`config.mk`:
```
export PLATFORM = sky130hd
export DESIGN_NAME = piso_serializer_ctrl_flat
export DESIGN_NICKNAME = d
export VERILOG_FILES = /design/src/rtl/piso_serializer_ctrl_pkg.sv /design/src/rtl/piso_serializer_ctrl_if.sv /design/src/rtl/piso_serializer_ctrl_shift_core.sv /design/src/rtl/piso_serializer_ctrl.sv /design/src/flat_wrapper.sv
export SDC_FILE = /design/constraint.sdc
export NUM_CORES = 1
export LEC_CHECK = 0
export CAP_MARGIN = 10
export CORE_AREA = 8 8 45 47
export CTS_BUF_LIST = sky130_fd_sc_hd__clkbuf_4
export DETAILED_ROUTE_END_ITERATION = 10
export DIE_AREA = 0 0 53 55
export PLACE_DENSITY = 0.68
export SYNTH_ARGS = -nofsm -noshare
export SYNTH_HDL_FRONTEND = slang
export SYNTH_HIERARCHICAL = 1
export SYNTH_SLANG_ARGS = --single-unit
export TNS_END_PERCENT = 30
```
`constraint.sdc`:
```
create_clock -name Clk -period 1.5 [get_ports Clk]
set_input_delay 0.15 -clock Clk [delete_from_list [all_inputs] [get_ports Clk]]
set_output_delay 0.15 -clock Clk [all_outputs]
set_load 0.1 [all_outputs]
```
`src/rtl/piso_serializer_ctrl_pkg.sv`:
```
// Shared types for the PISO serializer: controller state encoding and counter width helper.
package piso_pkg;

  typedef enum logic [1:0] {
    ST_IDLE  = 2'd0,
    ST_SHIFT = 2'd1,
    ST_GAP   = 2'd2
  } state_t;

  // Bits needed to count 0..n-1, never less than one so zero-gap builds still elaborate.
  function automatic int cnt_width(input int n);
    return (n <= 2) ? 1 : $clog2(n);
  endfunction

endpackage

```
`src/rtl/piso_serializer_ctrl_if.sv`:
```
// Producer-side word handshake plus serial-side frame signals of the PISO serializer.
interface piso_serializer_ctrl_if #(
  parameter int WIDTH = 4
);
  // Word transfer happens on a rising edge where in_valid && in_ready; a producer holding
  // in_valid keeps in_data stable until then, and in_ready never depends on in_data.
  logic [WIDTH-1:0] in_data;
  logic             in_valid;
  logic             in_ready;
  logic             bit_tick;
  logic             ser_q;
  logic             ser_valid;
  logic             ser_first;
  logic             ser_last;
  logic             busy;
  logic             done;

  modport master (
    output in_data, in_valid, bit_tick,
    input  in_ready, ser_q, ser_valid, ser_first, ser_last, busy, done
  );

  modport slave (
    input  in_data, in_valid, bit_tick,
    output in_ready, ser_q, ser_valid, ser_first, ser_last, busy, done
  );
endinterface

```
`src/rtl/piso_serializer_ctrl_shift_core.sv`:
```
// Parallel-load, right-shifting register; bit 0 is the serial output. Load wins over shift.
module piso_shift_core #(
  parameter int WIDTH = 4
) (
  input  logic             Clk,
  input  logic             Rst_n,
  input  logic             i_load,
  input  logic             i_shift,
  input  logic [WIDTH-1:0] i_d,
  output logic             o_q
);
  logic [WIDTH-1:0] r_sreg;

  always_ff @(posedge Clk or negedge Rst_n) begin
    if (!Rst_n) begin
      r_sreg <= '0;
    end else if (i_load) begin
      r_sreg <= i_d;
    end else if (i_shift) begin
      r_sreg <= {1'b0, r_sreg[WIDTH-1:1]};
    end
  end

  assign o_q = r_sreg[0];
endmodule

```
`src/rtl/piso_serializer_ctrl.sv`:
```
// Serializer sequencer: accepts words, shifts them out LSB-first one bit per bit_tick with
// first/last markers, then optionally idles GAP_CYCLES clocks before the next word.
module piso_serializer_ctrl
  import piso_pkg::*;
#(
  parameter int WIDTH      = 4,
  parameter int GAP_CYCLES = 1
) (
  input  logic                  Clk,
  input  logic                  Rst_n,
  piso_serializer_ctrl_if.slave bus,
  output state_t                o_dbg_state
);
  localparam int BW = cnt_width(WIDTH);
  localparam int GW = cnt_width(GAP_CYCLES + 1);
  localparam logic [BW-1:0] BIT_LAST = BW'(WIDTH - 1);
  localparam logic [GW-1:0] GAP_LAST = GW'((GAP_CYCLES > 0) ? GAP_CYCLES - 1 : 0);

  state_t          r_state;
  state_t          w_next;
  logic [BW-1:0]   r_bit_cnt;
  logic [GW-1:0]   r_gap_cnt;
  logic            r_done;
  logic            w_ready;
  logic            w_load;
  logic            w_shift;
  logic            w_last_tick;
  logic            w_is_last;
  logic            w_shifting;
  logic            w_core_q;

  assign w_is_last  = (r_bit_cnt == BIT_LAST);
  assign w_shifting = (r_state == ST_SHIFT);

  always_comb begin
    w_next      = r_state;
    w_ready     = 1'b0;
    w_load      = 1'b0;
    w_shift     = 1'b0;
    w_last_tick = 1'b0;
    case (r_state)
      ST_IDLE: begin
        w_ready = 1'b1;
        if (bus.in_valid) begin
          w_load = 1'b1;
          w_next = ST_SHIFT;
        end
      end
      ST_SHIFT: begin
        if (bus.bit_tick) begin
          if (!w_is_last) begin
            w_shift = 1'b1;
          end else begin
            w_last_tick = 1'b1;
            // Zero-gap builds reopen the handshake on the final tick so frames abut.
            if (GAP_CYCLES == 0) begin
              w_ready = 1'b1;
              if (bus.in_valid) begin
                w_load = 1'b1;
                w_next = ST_SHIFT;
              end else begin
                w_next = ST_IDLE;
              end
            end else begin
              w_next = ST_GAP;
            end
          end
        end
      end
      ST_GAP: begin
        if (r_gap_cnt == GAP_LAST) w_next = ST_IDLE;
      end
      default: w_next = ST_IDLE;
    endcase
  end

  always_ff @(posedge Clk or negedge Rst_n) begin
    if (!Rst_n) begin
      r_state   <= ST_IDLE;
      r_bit_cnt <= '0;
      r_gap_cnt <= '0;
      r_done    <= 1'b0;
    end else begin
      r_state <= w_next;
      r_done  <= w_last_tick;
      if (w_load)       r_bit_cnt <= '0;
      else if (w_shift) r_bit_cnt <= r_bit_cnt + BW'(1);
      if (r_state == ST_GAP) r_gap_cnt <= r_gap_cnt + GW'(1);
      else                   r_gap_cnt <= '0;
    end
  end

  piso_shift_core #(.WIDTH(WIDTH)) u_core (
    .Clk     (Clk),
    .Rst_n   (Rst_n),
    .i_load  (w_load),
    .i_shift (w_shift),
    .i_d     (bus.in_data),
    .o_q     (w_core_q)
  );

  assign bus.in_ready  = w_ready & Rst_n;
  assign bus.ser_valid = w_shifting;
  assign bus.ser_q     = w_shifting & w_core_q;
  assign bus.ser_first = w_shifting & (r_bit_cnt == '0);
  assign bus.ser_last  = w_shifting & w_is_last;
  assign bus.busy      = (r_state != ST_IDLE);
  assign bus.done      = r_done;
  assign o_dbg_state   = r_state;
endmodule

```
`src/flat_wrapper.sv`:
```
// flat-port wrapper written by rule: the top's interface ports become plain ports
module piso_serializer_ctrl_flat import piso_pkg::*;
#(
  parameter int WIDTH      = 4,
  parameter int GAP_CYCLES = 1
)
  (Clk, Rst_n, o_dbg_state, bus_in_data, bus_in_valid, bus_bit_tick, bus_in_ready, bus_ser_q, bus_ser_valid, bus_ser_first, bus_ser_last, bus_busy, bus_done);
  piso_serializer_ctrl_if #(.WIDTH(WIDTH)) bus_i ();
  input  logic Clk;
  input  logic Rst_n;
  output state_t o_dbg_state;
  input wire logic [$bits(bus_i.in_data)-1:0] bus_in_data;
  input wire logic [$bits(bus_i.in_valid)-1:0] bus_in_valid;
  input wire logic [$bits(bus_i.bit_tick)-1:0] bus_bit_tick;
  output wire logic [$bits(bus_i.in_ready)-1:0] bus_in_ready;
  output wire logic [$bits(bus_i.ser_q)-1:0] bus_ser_q;
  output wire logic [$bits(bus_i.ser_valid)-1:0] bus_ser_valid;
  output wire logic [$bits(bus_i.ser_first)-1:0] bus_ser_first;
  output wire logic [$bits(bus_i.ser_last)-1:0] bus_ser_last;
  output wire logic [$bits(bus_i.busy)-1:0] bus_busy;
  output wire logic [$bits(bus_i.done)-1:0] bus_done;
  assign bus_i.in_data = bus_in_data;
  assign bus_i.in_valid = bus_in_valid;
  assign bus_i.bit_tick = bus_bit_tick;
  assign bus_in_ready = bus_i.in_ready;
  assign bus_ser_q = bus_i.ser_q;
  assign bus_ser_valid = bus_i.ser_valid;
  assign bus_ser_first = bus_i.ser_first;
  assign bus_ser_last = bus_i.ser_last;
  assign bus_busy = bus_i.busy;
  assign bus_done = bus_i.done;
  piso_serializer_ctrl #(.WIDTH(WIDTH), .GAP_CYCLES(GAP_CYCLES)) u_core (.Clk(Clk), .Rst_n(Rst_n), .bus(bus_i), .o_dbg_state(o_dbg_state));
endmodule
```
After elaboration in Yosys (flattened, before gate mapping)
Cells that the tools add are included.
- $add $sub $neg: 2
- equal/unequal tests: 7
- multiplexer cells: 19
- bitwise logic cells: 4
- reductions and logical operators: 5
- operators with widths (kind ; number):
    2-to-1 mux 2 bit ; 6
    2-to-1 mux 1 bit ; 10
    2-to-1 mux 4 bit ; 2
    inequality test 2 bit, second input constant ; 3
    case mux 2 bit (3 select lines) ; 1
    bitwise AND 1 bit ; 4
    == test 2 bit, second input constant ; 2
    zero test 2 bit ; 2
    AND reduction 4 bit ; 1
    nonzero test 2 bit ; 2
    adder 2 x 1 -> 2 bit, second input constant ; 1
    == test 2 x 1 -> 1 bit, second input constant ; 1
    inequality test 2 x 1 -> 1 bit, second input constant ; 1
    adder 1 bit, second input constant ; 1
- flip-flop bits (word level): 10
- output and inout bits: 9

Logic depth before layout (Yosys ltp)
Gate-level depths: netlist of the first run.
- depth after elaboration: 6
- gate-level depth with buffers: 4
- gate-level depth less buffers: 4

Hierarchy
Netlist of the first run, hierarchy kept.
- by module, submodules not included (module ; times used ; cells an instance ; area each (um^2) ; seq. area each (um^2)):
    piso_serializer_ctrl ; 1 ; 30 ; 331.6 ; 150.1
    piso_shift_core ; 1 ; 16 ; 171.4 ; 100.1

Least setup slack after synthesis of the first run
OpenSTA, ideal clock, no wires.
- path kind: reg-to-output
- start: register u_core.r_state[0] (netlist: u_core/o_dbg_state[0])
- end: output bus_ser_first
- arrival: 3.233 ns
- data required time: 1.350 ns
- slack: -1.883 ns
- stages on the path, launching flop included: 3
- path through: dfrtp_1 nor2b_1 and2_2
- longest elaborated chain between the ends: 2
- ends and longest elaborated chain (element ; RTL line ; source):
    from (decl) ; piso_serializer_ctrl.sv:19 ; state_t r_state;
    from (signal assigned) ; piso_serializer_ctrl.sv:84 ; r_state <= w_next;
    == test 2 x 1 -> 1 bit ; piso_serializer_ctrl.sv:33 ; assign w_shifting = (r_state == ST_SHIFT);
    named net bus_ser_valid ; flat_wrapper.sv:17 ; output wire logic [$bits(bus_i.ser_valid)-1:0] bus_ser_valid;
    bitwise AND 1 bit ; piso_serializer_ctrl.sv:105 ; assign bus.ser_first = w_shifting & (r_bit_cnt == '0);
    to (decl) ; flat_wrapper.sv:18 ; output wire logic [$bits(bus_i.ser_first)-1:0] bus_ser_first;
The timed path passes the listed nets, and every way through them passes these cells.

Worst setup path after layout of the first run
- start: register u_core.r_bit_cnt[0]
- end: output bus_ser_first
- longest elaborated chain between the ends: 2
- ends and longest elaborated chain (element ; RTL line ; source):
    from (decl) ; piso_serializer_ctrl.sv:21 ; logic [BW-1:0] r_bit_cnt;
    from (signal assigned) ; piso_serializer_ctrl.sv:87 ; else if (w_shift) r_bit_cnt <= r_bit_cnt + BW'(1);
    zero test 2 bit ; piso_serializer_ctrl.sv:105 ;
    bitwise AND 1 bit ; piso_serializer_ctrl.sv:105 ;
Every way passes these cells.

==> flow_metrics.env, run 1 <==
export IMPL_routed_wl_microns=1004
export IMPL_layout_commonest_cell="buf_12"
export IMPL_dp_slack_ns=0.04907
export IMPL_num_rows=14
export IMPL_regToRegSetupSlack_ns=0.09
export IMPL_grt_overflow_total=0
export IMPL_cts_tree="done"
export IMPL_cts_root_buf="clkbuf_4"
export IMPL_htree_num_levels=1
export IMPL_end_kind="output pin"
export IMPL_slew_violations=0
export IMPL_die_width_microns=53
export IMPL_rsz0062_at_grt="yes"
export IMPL_gp_congestion=0.7485
export IMPL_crit_fanout=3
export IMPL_vias=414
export IMPL_syn_to_final_growth_pct=72.64
export IMPL_die_y_microns=55
export IMPL_antenna_found_initial=0
export IMPL_cts_hold_buffers=0
export IMPL_tightest_slew_ns=0.2103
export IMPL_criticalPathCategory="reg2out"
export IMPL_routedWlPerCell_microns=11.41
export IMPL_viasPerCell=4.705
export IMPL_most_common_layout_cells="buf_12 (9), dfrtp_1 (8), clkdlybuf4s50_1 (7)"
export IMPL_required_ns=1.35
export IMPL_netlist_instances=46
export IMPL_setup_viol=0
export IMPL_drt_iter0_drc=0
export IMPL_ys_flop_type="dfrtp_1"
export IMPL_r2r_start="u_core/r_bit_cnt[1]"
export IMPL_fmax_ghz=0.6950
export IMPL_port_buffers=16
export IMPL_synth_area_sq_um=503.0
export IMPL_die_area_sq_mm=0.002915
export IMPL_finalCritPeriodShare=0.9592
export IMPL_synth_seq_cells=10
export IMPL_relSlewSlack=0.8598
export IMPL_grt_max_degree=11
export IMPL_core_sq_mm=0.001384
export IMPL_async_flop_share=1.000
export IMPL_grt_pass1_vias=421
export IMPL_fin_setup_tns_ns=0
export IMPL_drtPass1Iterations=1
export IMPL_grt_pass1_wl_microns=1814
export IMPL_maxCapViolations=0
export IMPL_dp_hpwl_microns=836.5
export IMPL_fin_ws_ns=0.06122
export IMPL_synth_area_per_cell_sq_um=10.93
export IMPL_ys_warn_count=6
export IMPL_final_util=0.6275
export IMPL_ys_seq_area_frac=0.4975
export IMPL_arrival_ns=1.29
export IMPL_antenna_cells=0
export IMPL_cts_sinks=10
export IMPL_pin_count=17
export IMPL_r2r_cells=4
export IMPL_final_nets=84
export IMPL_drc_errors=0
export IMPL_synth_cell_types=18
export IMPL_synth_nets=57
export IMPL_finalHoldViolations=0
export IMPL_hold_path_class="in2async"
export IMPL_worst_clock_skew_ns=0.009257
export IMPL_drive_above_1_share=0.4167
export IMPL_place_inst=82
export IMPL_clockBufferDepth=2
export IMPL_outcome="finished clean"
export IMPL_finalNonFillerCells=88
export IMPL_start_util=0.3635
export IMPL_start_kind="flip-flop"
export IMPL_rr_endpoint="u_core/u_core/r_sreg[1]"
export IMPL_ant_nets=0
export IMPL_period_minus_slack_ns=1.439
export IMPL_cts_buffers=3
export IMPL_synth_edf_count=0
export IMPL_clk_pin_slew_worst_paths_ns=0.07
export IMPL_grtUsageTotal=0.08490
export IMPL_clk_latency_ns=0.26
## synth_stat cells, types with 2 or more instances
cell | count | area share
and2_2 | 3 | 0.045
and2_1 | 2 | 0.025
ha_1 | 3 | 0.075
inv_1 | 3 | 0.022
nor2b_1 | 2 | 0.025
nand2_1 | 4 | 0.030
mux2i_1 | 4 | 0.080
nor2_1 | 4 | 0.030
o21ai_1 | 3 | 0.030
dfrtp_1 | 10 | 0.50
## worst max-delay path, stage by stage, from the launching register on
cell and delay, ns:
dfrtp_1 0.38, buf_4 0.15, inv_1 0.05, ha_1 0.14
and2_4 0.14, buf_12 0.16
## cells by family after synthesis
group                    synth area share
buffers and inverters             0.02239
multiplexers                      0.07961
XOR/XNOR                          0.01742
AND/OR/NAND/NOR                    0.2313
adder cells (fa/ha/maj)           0.07463
AO/OA/AOI/OAI                     0.07710
flip-flops                         0.4975
## worst max path at each step
stage,end,from,depth (start not counted)
floorplan,bus_ser_first,u_core/o_dbg_state[0],2
detailed placement,u_core/u_core/r_sreg[1],u_core/r_bit_cnt[1],4
CTS,bus_ser_q,u_core/o_dbg_state[0],3
global placement,u_core/u_core/r_sreg[1],u_core/r_bit_cnt[1],4
finish,bus_ser_first,u_core/r_bit_cnt[0],5
global route,bus_ser_first,u_core/r_bit_cnt[0],5
## metal layers
| layer | share of wire | track usage | vias up |
|---|---|---|---|
| li1 | - | - | 207 |
| met1 | 0.45 | 0.09502 | 196 |
| met2 | 0.49 | 0.1348 | 11 |
| met3 | 0.066 | 0.03209 | 0 |
| met4 | 0 | 0.05172 | 0 |
| met5 | 0 | 0 | - |
## what timing repair did
action,in CTS,in global routing
setup buffers,0,2
resized for setup,0,3
endpoints found under the setup margin,0,6
hold endpoints to repair,0,0
## flip-flops by register name, indices dropped and copies added (netlist names)
name                  count
u_core/r_gap_cnt          1
u_core/u_core/r_sreg      4
u_core/o_dbg_state        2
u_core/r_bit_cnt          2
u_core/bus.done           1
## final cells by class
type / count / area (sq um)
Fill cell: 121 / 515.5
Timing Repair Buffer: 22 / 295.3
Multi-Input combinational cell: 33 / 260.3
Sequential cell: 10 / 255.2
Clock buffer: 3 / 22.52
Tap cell: 16 / 20.02
Inverter: 3 / 11.26
Clock inverter: 1 / 3.754
## through the flow
stage               hold slack, ns  cell area, sq um
finish                      0.2042             868.3
global route                0.2282             868.3
CTS                         0.2047             845.8
detailed placement          0.4259             819.5
global placement            0.4267             819.5
floorplan                  -0.1456             519.2
Power of run 1 is left out: the tool's default activity adds up to more than one toggle a clock period on the data nets, which glitch-free logic cannot reach.
==> inputs of run 2 (changes only) <==
--- a/config.mk
+++ b/config.mk
@@ -11,6 +11,7 @@
 export DETAILED_ROUTE_END_ITERATION = 10
 export DIE_AREA = 0 0 53 55
 export PLACE_DENSITY = 0.68
+export SETUP_SLACK_MARGIN = 0.02
 export SYNTH_ARGS = -nofsm -noshare
 export SYNTH_HDL_FRONTEND = slang
 export SYNTH_HIERARCHICAL = 1
==> run 2 against run 1 <==
Clock skew about the same. Register-to-register slack about the same. Utilization increased by 0.81 points. Global-route usage increased by 0.055 points. Design area increased by 1.3%. Fmax increased by 0.76%. First-iteration DRC count unchanged. Count of clock-buffer cells in the layout unchanged. Routed wire length increased by 2.6%. Worst setup slack improved by 0.011 ns. Die area unchanged. Largest cell class unchanged.
==> flow_metrics.env, run 2 (synthesized netlist as in run 1, its figures left out) <==
export IMPL_clk_pin_slew_worst_paths_ns=0.07
export IMPL_dp_slack_ns=0.04907
export IMPL_pin_count=17
export IMPL_routedWlPerCell_microns=11.57
export IMPL_start_util=0.3635
export IMPL_grtUsageTotal=0.08545
export IMPL_drtPass1Iterations=1
export IMPL_hold_path_class="in2async"
export IMPL_grt_pass1_vias=427
export IMPL_die_area_sq_mm=0.002915
export IMPL_slowest_delay_ns=0.39
export IMPL_seq_area_sq_um=255.2
export IMPL_crit_fanout=3
export IMPL_die_y_microns=55
export IMPL_num_rows=14
export IMPL_crit_end="bus_ser_first"
export IMPL_finalCritPeriodShare=0.9519
export IMPL_vias=422
export IMPL_grt_max_degree=11
export IMPL_clk_latency_ns=0.26
export IMPL_gp_congestion=0.7485
export IMPL_port_buffers=16
export IMPL_criticalPathCategory="reg2out"
export IMPL_drt_iter0_drc=0
export IMPL_top_register="u_core/u_core/r_sreg"
export IMPL_r2r_start="u_core/r_bit_cnt[1]"
export IMPL_largest_reg_flops=4
export IMPL_fmax_ghz=0.7003
export IMPL_required_ns=1.35
export IMPL_maxCapViolations=0
export IMPL_cts_tree="done"
export IMPL_final_nets=85
export IMPL_rr_endpoint="u_core/u_core/r_sreg[1]"
export IMPL_path_buf_inv=3
export IMPL_worst_clock_skew_ns=0.009384
export IMPL_crit_chain="buf_6 > inv_1 > ha_1 > and2_4 > buf_12"
export IMPL_path_delay_family="flip-flops"
export IMPL_setup_viol=0
export IMPL_period_minus_slack_ns=1.428
export IMPL_cts_buffers=3
export IMPL_slowest_stage="dfrtp_1"
export IMPL_most_common_layout_cells="buf_12 (9), dfrtp_1 (8), clkdlybuf4s50_1 (7)"
export IMPL_antenna_found_initial=0
export IMPL_crit_cells=5
export IMPL_ant_nets=0
export IMPL_dp_hpwl_microns=836.5
export IMPL_die_width_microns=53
export IMPL_syn_to_final_growth_pct=74.88
export IMPL_relSlewSlack=0.8603
export IMPL_grt_overflow_total=0
export IMPL_slew_violations=0
export IMPL_cts_hold_buffers=0
export IMPL_viasPerCell=4.742
export IMPL_r2r_cells=4
export IMPL_rsz0062_at_grt="yes"
export IMPL_regToRegSetupSlack_ns=0.09
export IMPL_grt_pass1_wl_microns=1835
export IMPL_finalNonFillerCells=89
export IMPL_arrival_ns=1.28
export IMPL_outcome="finished clean"
export IMPL_end_kind="output pin"
export IMPL_layout_commonest_cell="buf_12"
export IMPL_critPathLaunch="u_core/r_bit_cnt[0]"
export IMPL_drc_errors=0
export IMPL_clockBufferDepth=2
export IMPL_cts_sinks=10
export IMPL_core_sq_mm=0.001384
export IMPL_finalHoldViolations=0
export IMPL_antenna_cells=0
export IMPL_routed_wl_microns=1030
export IMPL_drive_above_1_share=0.4247
export IMPL_htree_num_levels=1
export IMPL_multi_input_area_sq_um=260.3
export IMPL_place_inst=82
export IMPL_tightest_slew_ns=0.2095
export IMPL_start_kind="flip-flop"
export IMPL_fillCellCount=121
export IMPL_fin_ws_ns=0.07211
export IMPL_cts_root_buf="clkbuf_4"
[run 2: layer usage]
metal,up-vias,track usage,share of wire
li1,210,-,-
met2,11,0.1367,0.50
met1,201,0.09502,0.44
met5,-,0,0
met4,0,0.05172,0
met3,0,0.03209,0.064
[run 2: how the worst min path moves through the flow]
stage / startpoint / slack [ns] / depth (start not counted) / end
after floorplan: Rst_n / -0.15 / 0 / u_core/bus.done
after global placement: u_core/r_gap_cnt / 0.43 / 1 / u_core/r_gap_cnt
after detailed placement: u_core/r_gap_cnt / 0.43 / 1 / u_core/r_gap_cnt
after CTS: Rst_n / 0.20 / 2 / u_core/o_dbg_state[0]
after global routing: Rst_n / 0.23 / 2 / u_core/o_dbg_state[0]
final: Rst_n / 0.20 / 2 / u_core/o_dbg_state[0]
[run 2: stage by stage]
stage	utilization	hold WS, ns	setup TNS [ns]	area, sq um
5_1_grt	0.6356	0.2282	0	879.6
4_1_cts	0.6166	0.2047	0	853.3
6_report	0.6356	0.2027	0	879.6
2_1_floorplan	-	-0.1456	-1.621	519.2
3_5_place_dp	0.5922	0.4259	0	819.5
3_3_place_gp	0.5922	0.4267	0	819.5
[run 2: timing repair]
item | CTS | global route
endpoints found under the setup margin | 4 | 8
buffers inserted | 1 | 2
resized for setup | 0 | 4
pin swaps | 0 | 2
[run 2: layout make-up]
class / count / share of cell area
flip-flops and latches: 10 / 0.2902
inverters: 3 / 0.01280
well taps: 16 / 0.02276
repair buffers: 23 / 0.3485
clock inverters: 1 / 0.004267
multi-input cells: 33 / 0.2959
clock buffers: 3 / 0.02560
Power of run 2 is left out for the same reason.
==> inputs of run 3 (changes only) <==
--- a/config.mk
+++ b/config.mk
@@ -10,6 +10,7 @@
 export CTS_BUF_LIST = sky130_fd_sc_hd__clkbuf_4
 export DETAILED_ROUTE_END_ITERATION = 10
 export DIE_AREA = 0 0 53 55
+export GPL_ROUTABILITY_DRIVEN = 0
 export PLACE_DENSITY = 0.68
 export SETUP_SLACK_MARGIN = 0.02
 export SYNTH_ARGS = -nofsm -noshare
==> results of run 3 <==
Final layout, timing and power as in run 2 (identical DEF).
Power of run 3 is left out for the same reason.
